File: src/rtl/clk_division_pkg.sv
// division_pkg: shared constants and helpers for the clock divider.
//   DEFAULT_DIV_RATIO : default input cycles per output period
//   SYS_CLK_HZ        : nominal system clock rate
//   cnt_width()       : phase counter width for a given ratio
package division_pkg;

  localparam int DEFAULT_DIV_RATIO = 1000;
  localparam int SYS_CLK_HZ        = 1000;

  // $clog2 of 1 is 0, so the width is clamped to at least one bit.
  function automatic int cnt_width(input int ratio);
    return (ratio <= 2) ? 1 : $clog2(ratio);
  endfunction

endpackage

File: src/rtl/clk_division_if.sv
// clk_division_if: enable / divided-clock bundle for clk_division.
//   en      : count enable (master -> divider)
//   clk_out : divided clock (divider -> master)
//   tick    : one-cycle strobe on each clk_out rise, present only when
//             DIVISION_TICK_EN is defined
interface clk_division_if;
  logic en;
  logic clk_out;
`ifdef DIVISION_TICK_EN
  logic tick;

  modport master (output en, input clk_out, input tick);
  modport slave  (input en, output clk_out, output tick);
`else
  modport master (output en, input clk_out);
  modport slave  (input en, output clk_out);
`endif
endinterface

File: src/rtl/clk_division.sv
// clk_division: integer clock divider with a registered, glitch-free
// divided clock and an optional rising-edge tick strobe.
//   DIV_RATIO : input cycles per output period (>= 2)
//   CNT_W     : phase counter width (derived)
//   clk       : system clock
//   rst_n     : asynchronous active-low reset
//   div_if    : slave side of clk_division_if (en in; clk_out, tick out)
// Optional feature macro: DIVISION_TICK_EN (adds the tick register/port).
// Odd ratios keep the output low one cycle longer than high.
module clk_division
  import division_pkg::*;
#(
  parameter  int DIV_RATIO = DEFAULT_DIV_RATIO,
  localparam int CNT_W     = cnt_width(DIV_RATIO)
) (
  input  logic          clk,
  input  logic          rst_n,
  clk_division_if.slave div_if
);

  if (DIV_RATIO < 2) begin : g_ratio_chk
    $error("clk_division: DIV_RATIO must be >= 2");
  end

  localparam int             HI_START = DIV_RATIO - DIV_RATIO / 2;
  localparam logic [CNT_W-1:0] CNT_LAST = CNT_W'(DIV_RATIO - 1);
  localparam logic [CNT_W-1:0] CNT_HI   = CNT_W'(HI_START);

  logic [CNT_W-1:0] cnt_q, cnt_d;
  logic             clk_out_q;

  // Wrap on DIV_RATIO-1 so unused codes of non-power-of-2 ratios are never hit.
  always_comb begin
    cnt_d = (cnt_q == CNT_LAST) ? '0 : cnt_q + CNT_W'(1);
  end

  // Output decodes the next phase so clk_out is a plain register
  // aligned with the counter, with no combinational path from en.
  always_ff @(posedge clk or negedge rst_n) begin
    if (!rst_n) begin
      cnt_q     <= '0;
      clk_out_q <= 1'b0;
    end else if (div_if.en) begin
      cnt_q     <= cnt_d;
      clk_out_q <= (cnt_d >= CNT_HI);
    end
  end

  assign div_if.clk_out = clk_out_q;

`ifdef DIVISION_TICK_EN
  logic tick_q;

  // Strobe on entry to the high phase; forced low while frozen.
  always_ff @(posedge clk or negedge rst_n) begin
    if (!rst_n) tick_q <= 1'b0;
    else        tick_q <= div_if.en && (cnt_d == CNT_HI);
  end

  assign div_if.tick = tick_q;
`endif

endmodule

File: src/flat_wrapper.sv
// flat-port wrapper written by rule: the top's interface ports become plain ports
module clk_division_flat import division_pkg::*;
#(
  parameter  int DIV_RATIO = DEFAULT_DIV_RATIO,
  localparam int CNT_W     = cnt_width(DIV_RATIO)
)
  (clk, rst_n, div_if_en, div_if_clk_out);
  clk_division_if div_if_i ();
  input  logic clk;
  input  logic rst_n;
  input wire logic [$bits(div_if_i.en)-1:0] div_if_en;
  output wire logic [$bits(div_if_i.clk_out)-1:0] div_if_clk_out;
  assign div_if_i.en = div_if_en;
  assign div_if_clk_out = div_if_i.clk_out;
  clk_division #(.DIV_RATIO(DIV_RATIO)) u_core (.clk(clk), .rst_n(rst_n), .div_if(div_if_i));
endmodule
File: config.mk
export PLATFORM = sky130hd
export DESIGN_NAME = clk_division_flat
export DESIGN_NICKNAME = d
export VERILOG_FILES = /design/src/rtl/clk_division_pkg.sv /design/src/rtl/clk_division_if.sv /design/src/rtl/clk_division.sv /design/src/flat_wrapper.sv
export SDC_FILE = /design/constraint.sdc
export NUM_CORES = 1
export LEC_CHECK = 0
export ABC_AREA = 1
export BUFFER_PORTS_ARGS = -buffer_cell sky130_fd_sc_hd__buf_2
export CORE_AREA = 2 2 39 41
export CTS_BUF_LIST = sky130_fd_sc_hd__clkbuf_4 sky130_fd_sc_hd__clkbuf_8
export DETAILED_ROUTE_END_ITERATION = 6
export DIE_AREA = 0 0 41 43
export PLACE_DENSITY = 0.8
export SETUP_SLACK_MARGIN = 0.2
export SYNTH_ARGS = -nofsm -noshare
export SYNTH_HDL_FRONTEND = slang
export SYNTH_SLANG_ARGS = --single-unit
File: constraint.sdc
create_clock -name clk -period 2.5 [get_ports clk]
set_input_delay 0.125 -clock clk [delete_from_list [all_inputs] [get_ports clk]]
set_output_delay 0.125 -clock clk [all_outputs]
set_load 0.02 [all_outputs]
; Yosys cells after proc, flatten, opt, wreduce, memory -nomap -nowiden
; Cells that the tools add are included.
[op_classes]
addsub = 1
n_mux = 1
eq_ne = 1
magnitude_cmp = 1
[op_table]
columns = cell, count
row1 = "adder 10 x 1 -> 10 bit, second input constant", 1
row2 = "== test 10 bit, second input constant", 1
row3 = ">= comparator 10 x 9 -> 1 bit, second input constant", 1
row4 = two-way mux 10 bit, 1
[totals]
ff_bits = 11
output_inout_bits = 1
input_bits = 3
wordCells = 6

; Longest topological paths before layout
[depth]
word_depth = 3
ltp_mapped = 9
depth_no_buf = 8

; Worst setup path before layout
; Ideal clock, no wire load.
[synth_path]
path_kind = reg2reg
from = register u_core.cnt_q[0]
to = register u_core.clk_out_q (netlist: u_core.div_if.clk_out)
arrival_ps = 1241
setup_time_ps = 121
synth_period_minus_slack_ps = 1362
stages_incl_launch_ff = 9
required_ps = 2379
n_path_buf = 0
path_slack_ps = 1138
path_cell_list = dfrtp_1 -> ha_1 -> nand2_4 -> nor2_2 -> nand2_2 -> nand2_2 -> inv_2 -> a22oi_1 -> nand2_1
[synth_via]
elab_chain_len = 3
word_cells_on_any_way = 4
classes_between = add/sub (1) / order compare (1) / eq/ne (1) / mux (1)
[synth_rtl]
columns = element, line
row1 = start: declaration, clk_division.sv:29  ; logic [CNT_W-1:0] cnt_q, cnt_d;
row2 = start signal: assignment, clk_division.sv:44  ; cnt_q <= cnt_d;
row3 = adder 10 x 1 -> 10 bit or == test 10 bit (tied branches), clk_division.sv:34  ; cnt_d = (cnt_q == CNT_LAST) ? '0 : cnt_q + CNT_W'(1);
row4 = two-way mux 10 bit (*), clk_division.sv:34
row5 = >= comparator 10 x 9 -> 1 bit (*), clk_division.sv:45  ; clk_out_q <= (cnt_d >= CNT_HI);
row6 = end signal: assignment, clk_division.sv:45
row7 = end: declaration, clk_division.sv:30  ; logic clk_out_q;
; Every way passes the cells marked *; elsewhere a longest branch is shown, timed or not.
; A chain may end at the register's enable or synchronous reset.

; Worst setup path after layout
; Ends and elaborated chain as after synthesis.

==> impl_metrics.py <==
metrics = {
    "clock_network": {
        "cts_tree": "built",
        "clock_insertion_delay_worst_skew_ps": 280,
        "post_cts_buffers": 0,
        "clock_transition_at_the_register_clock_pins_on_the_worst_setup_and_hold_paths_after_cts_ps": 70,
        "longest_clk_path_bufs": 2,
        "htree_levels": 1,
        "cts_root_buf": "clkbuf_4",
        "cts_made_buffers": 3,
        "cts.sinks": 11,
    },
    "route": {
        "drt_pass1_iterations": 5,
        "drc_errors": 0,
        "drt_wl_total_mm": 1.52,
        "detail_route.iter0.violations": 30,
        "post_drt_via_cell_ratio": 5.49,
        "via_count": 637,
        "post_detailed_route_count_of_antenna_violating_nets": 0,
        "wl_per_cell_um": 13.1,
    },
    "grt": {
        "number_of_antenna_violations_at_the_first_check_in_global_routing": 0,
        "number_of_global_route_vias_before_repair": 581,
        "grt_remaining_overflow": 0,
        "grt_max_degree": 12,
        "grt_first_pass_wirelength_mm": 2.58,
        "track_usage_pct": 22.8,
    },
    "worst_setup_path": {
        "r2r_setup_slack_ps": 950,
        "worst_path_largest_cell_delay_ps": 460,
        "critPathCaptureType": "flop",
        "crit_fanout": 7,
        "cp_common_cell": "nand2_2",
        "cp.arrival_ps": 1710,
        "startpoint_type": "flop",
        "critical_path.cell_chain": "ha_1 -> nand2_4 -> nor2_2 -> nand2_2 -> nand2_2 -> inv_2 -> a22oi_1 -> nand2_1",
        "worst-setup-path-type": "flop to flop",
        "reg2reg_from": "u_core.cnt_q[0]",
        "worst_path_max_delay_cell": "dfrtp_1",
        "worst_ep_required_time_ps": 2660,
        "worst_r2r_path_depth": 8,
        "worst_reg2reg_path_endpoint": "u_core.div_if.clk_out",
    },
    "sta": {
        "layout_worst_path_cycle_share_pct": 62.0,
        "setup-tns-final_ps": 0,
        "max_clock_freq_ghz": 0.646,
        "slew_viol_final": 0,
        "finalHoldViolations": 0,
        "grt_setup_unrepaired": "no",
        "slew-limit-headroom_pct": 80.6,
        "setup_viol": 0,
        "fin_skew_ps": 7.02,
        "tightestPinTransition_ps": 292,
        "final.min_clock_period_ps": 1550,
    },
    "synth": {
        "syn_inst": 94,
        "synth_fp_nets": 99,
        "synth.avg_cell_area_um2": 7.41,
        "ys_types": 22,
        "synthesis.area_um2": 697,
        "ys_seq_elements": 11,
        "synth.yosys.seq_area_share_pct": 39.5,
        "yosys_warnings": 0,
    },
    "power_and_ir_drop": {
        "ir_worst_vdd_v": 0.000534,
        "finalPower_uw": 633,
        "leak_nw": 0.375,
        "power.density_cell_area_nw_per_um2": 832,
    },
    "worst_hold_path": {
        "timing.hold.worst.start": "div_if_en",
        "min_delay_path_depth": 3,
        "worstHoldEndpoint": "u_core.cnt_q[1]",
        "timing.hold.worst.class": "primary input to flop",
    },
    "floorplan": {
        "io_pins": 4,
        "design.die.area_um2": 1760,
        "core_area_um2": 1380,
        "die_width_um": 41,
        "row_count": 14,
        "initial_core_util_pct": 50.4,
        "die_y_um": 43,
    },
    "final_layout": {
        "layout-drive-gt1-share_pct": 21.0,
        "antenna_cells": 0,
        "final_nets": 106,
        "layout.cells.most_common_list": "nand2_1 (25), nand3_1 (12), dfrtp_1 (11)",
        "mostFrequentLayoutCell": "nand2_1",
        "layout-area-overhead-vs-synth_pct": 9.16,
    },
    "outcome": {
        "result_of_the_run": "finished clean",
    },
    "place": {
        "gpl.final_weighted_congestion": 0.917,
        "io_buffers": 3,
        "detailed_place_hpwl_mm": 1.10,
    },
    "flow_run": {
        "cap_viol_max_count": 0,
    },
}
## cell type report
type,count,area (µm²)
flip-flops and latches,11,275
fillers,136,623
multi-input cells,70,369
inverters,11,41.3
well taps,16,20.0
repair buffers,4,25.0
clock buffers,4,30.0
## flip-flops by register name, summed over array words and instances, names as in the netlist
name and flops:
u_core.div_if.clk_out 1, u_core.cnt_q 10
## worst max-delay path: cells and delay by family (launching register included)
kind	cells	cell delay (ps)
AO/OA/AOI/OAI	1	150
adder cells (fa/ha/maj)	1	300
buffers and inverters	1	50
flip-flops	1	460
AND/OR/NAND/NOR	5	460
## cells by family after synthesis
group,Yosys count,share of synthesized area (%)
AOI/OAI and AO/OA,13,10.8
xor gates and xnor gates,1,1.26
adders and majority gates,2,3.59
buffers and inverters,13,7.54
DFF,11,39.5
and+or+nand+nor,54,37.3
## Yosys cell counts
cell	count	share of area (%)
clkbuf_1	1	0.54
o22ai_1	1	0.90
o21ai_1	2	1.4
nand3_1	12	8.6
nor2_1	4	2.2
nor2_4	1	1.6
a21oi_1	1	0.72
nand4_1	3	2.7
nor2_2	4	3.6
nand2_4	1	1.6
dfrtp_1	11	39
o21bai_1	1	1.1
xnor2_1	1	1.3
nand2_1	25	13
a21oi_2	1	1.3
o21ai_0	6	4.3
a22oi_1	1	1.1
inv_2	3	1.6
nand2_2	4	3.6
ha_1	2	3.6
buf_4	1	1.1
inv_1	8	4.3
## stage by stage
stage          cell area (µm²)  hold slack [ps]  setup slack (ps)  instances  util (%)
2_1_floorplan              697             -171              1140         94         -
3_3_place_gp               721             9.33              1050        111      52.1
3_5_place_dp               721             14.6               979        111      52.1
4_1_cts                    761              165               944        116      55.0
5_1_grt                    761              182               841        116      55.0
6_report                   761              175               951        116      55.0
## where the power goes
part           switching [mW]  internal [mW]  total, mW
Clock                  0.0635         0.0728      0.136
Sequential             0.0771          0.226      0.303
Combinational           0.120         0.0739      0.193
Total                   0.260          0.373      0.633
## what timing repair did
item,CTS,global route
hold buffers,1,0
setup endpoints to repair,0,0
hold endpoints to repair,11,0
gates resized for setup,0,0
## worst max path at each step
stage | slack (ps) | cells after the start | endpoint | start
floorplan | 1140 | 8 | u_core.div_if.clk_out | u_core.cnt_q[0]
global placement | 1050 | 8 | u_core.div_if.clk_out | u_core.cnt_q[0]
detailed placement | 980 | 8 | u_core.div_if.clk_out | u_core.cnt_q[0]
CTS | 940 | 8 | u_core.div_if.clk_out | u_core.cnt_q[0]
global route | 840 | 8 | u_core.div_if.clk_out | u_core.cnt_q[0]
finish | 950 | 8 | u_core.div_if.clk_out | u_core.cnt_q[0]
## routing by layer
metal  track usage, %  vias to the layer above  wire (µm)
met5                0                        -          0
li1                 -                      319          -
met1             30.4                      291        653
met3             6.28                        5         70
met2             33.4                       22        758
met4             10.0                        0         36
Note: power is estimated with default switching activity, not from simulation.
